--- src/rtl/gshare_spec_pkg.sv ---
// Shared types and constants for the gshare branch predictor.
//   bp_state_t : predictor FSM state (PHT init sweep, then normal operation)
//   br_opcode  : RV32I conditional-branch opcode used to filter commits
//   weak_nt    : weakly-not-taken counter value for a given counter width
package gshare_spec_pkg;

    typedef enum logic {BP_INIT, BP_RUN} bp_state_t;

    localparam logic [6:0] br_opcode = 7'b1100011;

    function automatic int unsigned weak_nt(input int unsigned counter_bits);
        return (32'd1 << (counter_bits - 1)) - 32'd1;
    endfunction

endpackage

--- src/rtl/gshare_spec_pht.sv ---
// Pattern history table: NUM_ENT saturating counters, one combinational read port
// and one write port. The write port either loads the weakly-not-taken value
// (init sweep) or applies a saturating increment/decrement to the addressed entry.
// The array has no reset; the top-level init FSM sweeps it instead.
//   clk        : clock
//   rd_idx_i   : fetch read index
//   rd_cnt_o   : counter at rd_idx_i (pre-write value in a collision cycle)
//   wr_en_i    : write enable
//   wr_init_i  : 1 = load weakly-not-taken, 0 = train with wr_taken_i
//   wr_idx_i   : write index
//   wr_taken_i : training outcome (1 = increment, 0 = decrement)
module gshare_spec_pht
    import gshare_spec_pkg::*;
#(
    parameter int unsigned PHT_DEPTH    = 10,
    parameter int unsigned COUNTER_BITS = 2
) (
    input  logic                    clk,
    input  logic [PHT_DEPTH-1:0]    rd_idx_i,
    output logic [COUNTER_BITS-1:0] rd_cnt_o,
    input  logic                    wr_en_i,
    input  logic                    wr_init_i,
    input  logic [PHT_DEPTH-1:0]    wr_idx_i,
    input  logic                    wr_taken_i
);

    localparam int unsigned NUM_ENT = 2 ** PHT_DEPTH;
    localparam logic [COUNTER_BITS-1:0] CNT_MAX  = '1;
    localparam logic [COUNTER_BITS-1:0] CNT_MIN  = '0;
    localparam logic [COUNTER_BITS-1:0] CNT_WEAK = COUNTER_BITS'(weak_nt(COUNTER_BITS));

    logic [COUNTER_BITS-1:0] pht_q [NUM_ENT];
    logic [COUNTER_BITS-1:0] wr_old;
    logic [COUNTER_BITS-1:0] wr_data;

    assign rd_cnt_o = pht_q[rd_idx_i];

    always_comb begin
        wr_old  = pht_q[wr_idx_i];
        wr_data = wr_old;
        if (wr_init_i) begin
            wr_data = CNT_WEAK;
        end else if (wr_taken_i) begin
            if (wr_old != CNT_MAX) wr_data = wr_old + COUNTER_BITS'(1);
        end else begin
            if (wr_old != CNT_MIN) wr_data = wr_old - COUNTER_BITS'(1);
        end
    end

    always_ff @(posedge clk) begin
        if (wr_en_i) pht_q[wr_idx_i] <= wr_data;
    end

endmodule

--- src/rtl/gshare_spec.sv ---
// gshare conditional-branch predictor with a speculative global history register.
// Fetch indexes the PHT with spec_ghr ^ pc and returns the prediction plus the
// history snapshot used; commit trains the PHT at the snapshot index and, on a
// mispredict, rebuilds spec_ghr from the snapshot and the resolved outcome.
// After reset the PHT is swept to weakly-not-taken, one entry per cycle.
//   clk, rst        : clock, asynchronous active-high reset
//   fetch_*         : fetch slot (valid, is-branch, pc)
//   pred_take       : predicted direction (combinational)
//   pred_ghr        : history snapshot used for this prediction
//   pred_ready      : predictor initialised; fetch stalls while low
//   commit_*        : ROB pop (valid, opcode, pc, ghr snapshot, outcome, mispredict)
module gshare_spec
    import gshare_spec_pkg::*;
#(
    parameter int unsigned GHR_DEPTH    = 30,
    parameter int unsigned PHT_DEPTH    = 10,
    parameter int unsigned COUNTER_BITS = 2
) (
    input  logic                 clk,
    input  logic                 rst,
    input  logic                 fetch_valid,
    input  logic                 fetch_is_br,
    input  logic [31:0]          fetch_pc,
    output logic                 pred_take,
    output logic [GHR_DEPTH-1:0] pred_ghr,
    output logic                 pred_ready,
    input  logic                 commit_valid,
    input  logic [6:0]           commit_opcode,
    input  logic [31:0]          commit_pc,
    input  logic [GHR_DEPTH-1:0] commit_ghr,
    input  logic                 commit_taken,
    input  logic                 commit_mispred
);

    localparam logic [PHT_DEPTH-1:0] LAST_IDX = '1;

    bp_state_t              state_q, state_d;
    logic [PHT_DEPTH-1:0]   sweep_ptr_q, sweep_ptr_d;
    logic [GHR_DEPTH-1:0]   spec_ghr_q, spec_ghr_d;

    logic [PHT_DEPTH-1:0]    fetch_idx;
    logic [PHT_DEPTH-1:0]    commit_idx;
    logic [COUNTER_BITS-1:0] rd_cnt;
    logic                    in_run;
    logic                    do_train;
    logic                    pht_wr_en;
    logic                    pht_wr_init;
    logic [PHT_DEPTH-1:0]    pht_wr_idx;

    assign fetch_idx  = spec_ghr_q[PHT_DEPTH-1:0] ^ fetch_pc[PHT_DEPTH+1:2];
    assign commit_idx = commit_ghr[PHT_DEPTH-1:0] ^ commit_pc[PHT_DEPTH+1:2];

    assign in_run   = (state_q == BP_RUN);
    assign do_train = in_run & commit_valid & (commit_opcode == br_opcode);

    // Outputs are forced quiet during the sweep since unswept entries are undefined.
    assign pred_ready = in_run;
    assign pred_take  = in_run & rd_cnt[COUNTER_BITS-1];
    assign pred_ghr   = in_run ? spec_ghr_q : '0;

    // Single write port: the sweep owns it in INIT, commit training owns it in RUN.
    assign pht_wr_en   = ~in_run | do_train;
    assign pht_wr_init = ~in_run;
    assign pht_wr_idx  = in_run ? commit_idx : sweep_ptr_q;

    always_comb begin
        state_d     = state_q;
        sweep_ptr_d = sweep_ptr_q;
        spec_ghr_d  = spec_ghr_q;
        unique case (state_q)
            BP_INIT: begin
                sweep_ptr_d = sweep_ptr_q + PHT_DEPTH'(1);
                if (sweep_ptr_q == LAST_IDX) state_d = BP_RUN;
            end
            BP_RUN: begin
                // Repair takes priority over the same-cycle speculative shift.
                if (do_train && commit_mispred) begin
                    spec_ghr_d = {commit_ghr[GHR_DEPTH-2:0], commit_taken};
                end else if (fetch_valid && fetch_is_br) begin
                    spec_ghr_d = {spec_ghr_q[GHR_DEPTH-2:0], pred_take};
                end
            end
            default: state_d = BP_INIT;
        endcase
    end

    always_ff @(posedge clk or posedge rst) begin
        if (rst) begin
            state_q     <= BP_INIT;
            sweep_ptr_q <= '0;
            spec_ghr_q  <= '0;
        end else begin
            state_q     <= state_d;
            sweep_ptr_q <= sweep_ptr_d;
            spec_ghr_q  <= spec_ghr_d;
        end
    end

    gshare_spec_pht #(
        .PHT_DEPTH    (PHT_DEPTH),
        .COUNTER_BITS (COUNTER_BITS)
    ) u_pht (
        .clk        (clk),
        .rd_idx_i   (fetch_idx),
        .rd_cnt_o   (rd_cnt),
        .wr_en_i    (pht_wr_en),
        .wr_init_i  (pht_wr_init),
        .wr_idx_i   (pht_wr_idx),
        .wr_taken_i (commit_taken)
    );

    // Only the index bits of the PCs and history feed the PHT.
    logic unused_bits;
    assign unused_bits = ^{fetch_pc, commit_pc, commit_ghr};

endmodule
--- config.mk ---
export PLATFORM = sky130hd
export DESIGN_NAME = gshare_spec
export DESIGN_NICKNAME = d
export VERILOG_FILES = /design/src/rtl/gshare_spec_pkg.sv /design/src/rtl/gshare_spec_pht.sv /design/src/rtl/gshare_spec.sv
export SDC_FILE = /design/constraint.sdc
export NUM_CORES = 2
export LEC_CHECK = 0
export BUFFER_PORTS_ARGS = -buffer_cell sky130_fd_sc_hd__buf_2
export CAP_MARGIN = 20
export CORE_MARGIN = 2
export CORE_UTILIZATION = 40
export CTS_CLUSTER_SIZE = 28
export DETAILED_ROUTE_END_ITERATION = 6
export PLACE_DENSITY = 0.65
export SKIP_LAST_GASP = 1
export SYNTH_ARGS = -nofsm -noshare
export SYNTH_HDL_FRONTEND = slang
export SYNTH_SLANG_ARGS = --single-unit
--- constraint.sdc ---
create_clock -name clk -period 80.3 [get_ports clk]
set_input_delay 4.015 -clock clk [delete_from_list [all_inputs] [get_ports clk]]
set_output_delay 4.015 -clock clk [all_outputs]
set_load 0.01 [all_outputs]
==> out/results.ini <==
[route]
via_count=65000
drcViolationCount=4
final_antenna_net_count=0
wl_mm=312
first_iter_violations=11600
vias_per_cell=6.37
dr.pass1.iters=7
wire_per_inst_um=30.6

[synthesis]
synth.largest_area_cell=edfxtp_1
synth_edf_count=2048
synth_area_um2=94900
syn_nets=7132
syn-instance-count=7023
netlist.area_leader.share=0.648
synth_xor_area_frac=0.00341
synth_seq_area_share=0.659
synth_seq_cells=2089
postSynth.asyncResetShare=0.0196
synth_top_family_by_area=multiplexers
ys.flop_type=edfxtp_1
avgSynthCellArea_um2=13.5
synthDistinctLibCells=59
synth_fa_ha_area_frac=0.000132
synth_area_leaders=edfxtp_1, mux4_2, nor2_1
synth_warnings=0
synth-simple-area-share=0.0981
synth_compound_gate_area_share=0.0780
synthMuxAreaShare=0.131

[die]
row_count=178
io_pins=140
initial_core_util=0.403
die_w_um=491
die-area_um2=241000
die_y_um=491
core_um2=236000

[sta]
timing.fmax_mhz=73.4
min_period_ns=13.62
finClkSkew_ns=0.0444
tns_ns=0
tightestPinTransition_ns=1.34
setup_viol=0
finalMaxSlewViolations=0
fin_ws_ns=66.68
hold_viol=0
slew_headroom=0.105
post-route-period-util=0.170
grt_setup_unrepaired=no

[clock_tree]
cts_tree=done
clkSlewWorstSetupHoldPaths_ns=0.06
cts_sinks=2089
numCtsBuffers=209
insertion_delay_ns=0.88
cts_buffer_depth=3
cts.htree.levels=4
clock-root-buffer=clkbuf_16
post_cts_resized=0
postCtsSetupBuffers=0
hold_buffers=0

[global_route]
grt_max_degree=269
globalRouteTotalUtil=0.251
gr-total-overflow=0
grt_pass1_vias=61900
grt_first_pass_wirelength_mm=442
antenna_found_initial=13

[critical_path]
end_kind=primary output
crit_arrival_ns=9.61
critPathRequiredTime_ns=76.29
cpLargestDelayFamily=buffers and inverters
critPathMaxFanout=71
crit_type=in2out
startpoint_type=input pin
crit_path_cell_trace=buf_2, xor2_4, buf_12, buf_12, buf_4, mux4_1, mux4_2, a22oi_1, a21oi_1, o21ai_0, o31ai_1, o211ai_1, or3b_1, inv_1, buf_2
critPathMaxStageDelay_ns=0.69
worst-path-buf-inv=6
slowest_stage=buf_4

[placed_design]
place_congestion=0.859
place_area_um2=98900
place_inst=9809
pre_cts_slack_ns=66.36
dp_hpwl_mm=161
io_buffers=94

[cells_and_area]
fillers=20800
stdcell_count=10200
nets=6989
area_growth_pct=11.4
seq_area_um2=62500
finish.utilization=0.449
final_area_um2=106000
multi_input_area_um2=30100
drive_gt1_frac=0.139

[power_and_ir_drop]
leakage_nw=34.6
ir_drop_mv=0.0212
p_per_area_nw_per_um2=20.5

[worst_hold_path]
hold_path_class=reg2reg

[outcome]
violations=design-rule violations
status=finished with violations

[run]
maxCapViolCount=0

-- sequential cells by signal, summed over array words and instances (netlist names) --
signal / flops
u_pht.pht_q: 2048
spec_ghr_q: 30
sweep_ptr_q: 10
pred_ready: 1
-- logic make-up after synthesis --
group                      count (synthesis)
and+or+nand+nor                         2325
DFF                                     2089
AOI/OAI and AO/OA                       1158
muxes                                    755
buffers and inverters                    661
xor gates and xnor gates                  34
adders and majority gates                  1
-- layout by cell type (no fill, tap or decap), types with 8 or more instances in the layout --
cell / n
clkbuf_16: 210
o21ai_0: 36
o41ai_1: 28
a32oi_1: 69
buf_12: 22
mux2i_1: 371
a31oi_1: 13
a21oi_1: 462
and4_1: 14
nor2_1: 1044
a22oi_1: 275
nor3_1: 12
clkinv_1: 64
nor3_2: 11
buf_16: 19
nand2_4: 32
a311oi_1: 13
mux4_2: 357
a211oi_1: 94
bufinv_16: 17
o22ai_1: 136
nor4_1: 13
clkbuf_1: 38
nand3_1: 197
nand2_1: 913
buf_4: 128
buf_2: 95
edfxtp_1: 2048
clkinv_2: 34
nand3_4: 8
mux4_1: 24
nand4_1: 29
and2_1: 32
dfrtp_1: 40
inv_1: 40
xnor2_1: 21
-- per-layer routing --
metal,wire (um),global-route usage,vias to the layer above
met5,172,0.00357,-
met4,14700,0.105,10
met3,43800,0.0624,827
met2,137000,0.374,4867
met1,116000,0.350,32800
li1,-,-,26400
-- layout make-up --
cell class / count / share of cell area
Sequential cell: 2089 / 0.591
Tap cell: 3150 / 0.0373
Antenna cell: 4 / 0.0000946
Clock buffer: 248 / 0.0510
Inverter: 41 / 0.00146
Timing Repair Buffer: 266 / 0.0230
Clock inverter: 133 / 0.0113
Multi-Input combinational cell: 4273 / 0.285
-- worst reg2reg max path, cell delays in order, from the launching register on --
cell and delay (ns):
dfrtp_4 0.77, nor2b_4 0.19, buf_4 0.67, a21o_4 0.51, buf_12 0.46, buf_4 0.77, buf_4 0.65, buf_4 0.83
mux4_2 0.41, a22oi_1 0.11, nand4_1 0.25, a22oi_1 0.14, a21boi_0 0.84, nor4_1 0.31, nand4_1 0.21, a21oi_1 0.08
o21ai_4 0.18, buf_4 0.66, buf_4 0.91, buf_4 0.74, buf_12 0.33
-- final timing paths --
| path | start | to | slack (ns) | depth (start not counted) |
|---|---|---|---|---|
| min reg2reg | spec_ghr_q[29] | spec_ghr_q[29] | 0.49 | 2 |
| max reg2reg | pred_ready | u_pht.pht_q[977][0] | 70.01 | 20 |
| min in group asynchronous | rst | spec_ghr_q[17] | 3.33 | 2 |
| max in group asynchronous | rst | pred_ready | 76.30 | 2 |
| min | spec_ghr_q[29] | spec_ghr_q[29] | 0.49 | 2 |
| max | fetch_pc[2] | pred_take | 66.68 | 15 |
-- power by group --
part	internal, mW	leakage [nW]	total, mW	switching (mW)
logic	0.00992	11.9	0.0304	0.0204
registers	1.18	19.4	1.18	0
clock network	0.534	3.23	0.957	0.423
-- cell usage after synthesis (3+ instances only) --
master	count
a21oi_1	465
a211oi_1	94
and3_1	3
a22oi_1	275
and4_1	14
nand4_1	29
nor2_1	1050
a2111oi_0	4
buf_4	41
mux4_1	24
xnor2_1	24
or4_1	3
and2_1	32
a311oi_1	13
o21ai_0	37
a32oi_1	69
nand3_1	205
nand2_1	945
inv_1	41
edfxtp_1	2048
buf_2	108
dfrtp_1	41
nor3_1	23
o22ai_1	136
mux2i_1	371
clkbuf_1	369
nor2b_1	4
buf_1	86
buf_6	10
o41ai_1	28
buf_12	3
xor2_1	8
a31oi_1	13
a21o_1	9
mux4_2	357
nor4_1	13
-- through the flow --
step / power [mW] / hold WS (ns)
finish: 2.17 / 0.489
floorplan: 1.22 / 0.442
global route: 2.21 / 0.529
CTS: 2.17 / 0.494
global placement: 1.23 / 0.468
detailed placement: 1.23 / 0.480
No activity file was read; power rests on OpenSTA's default activity.
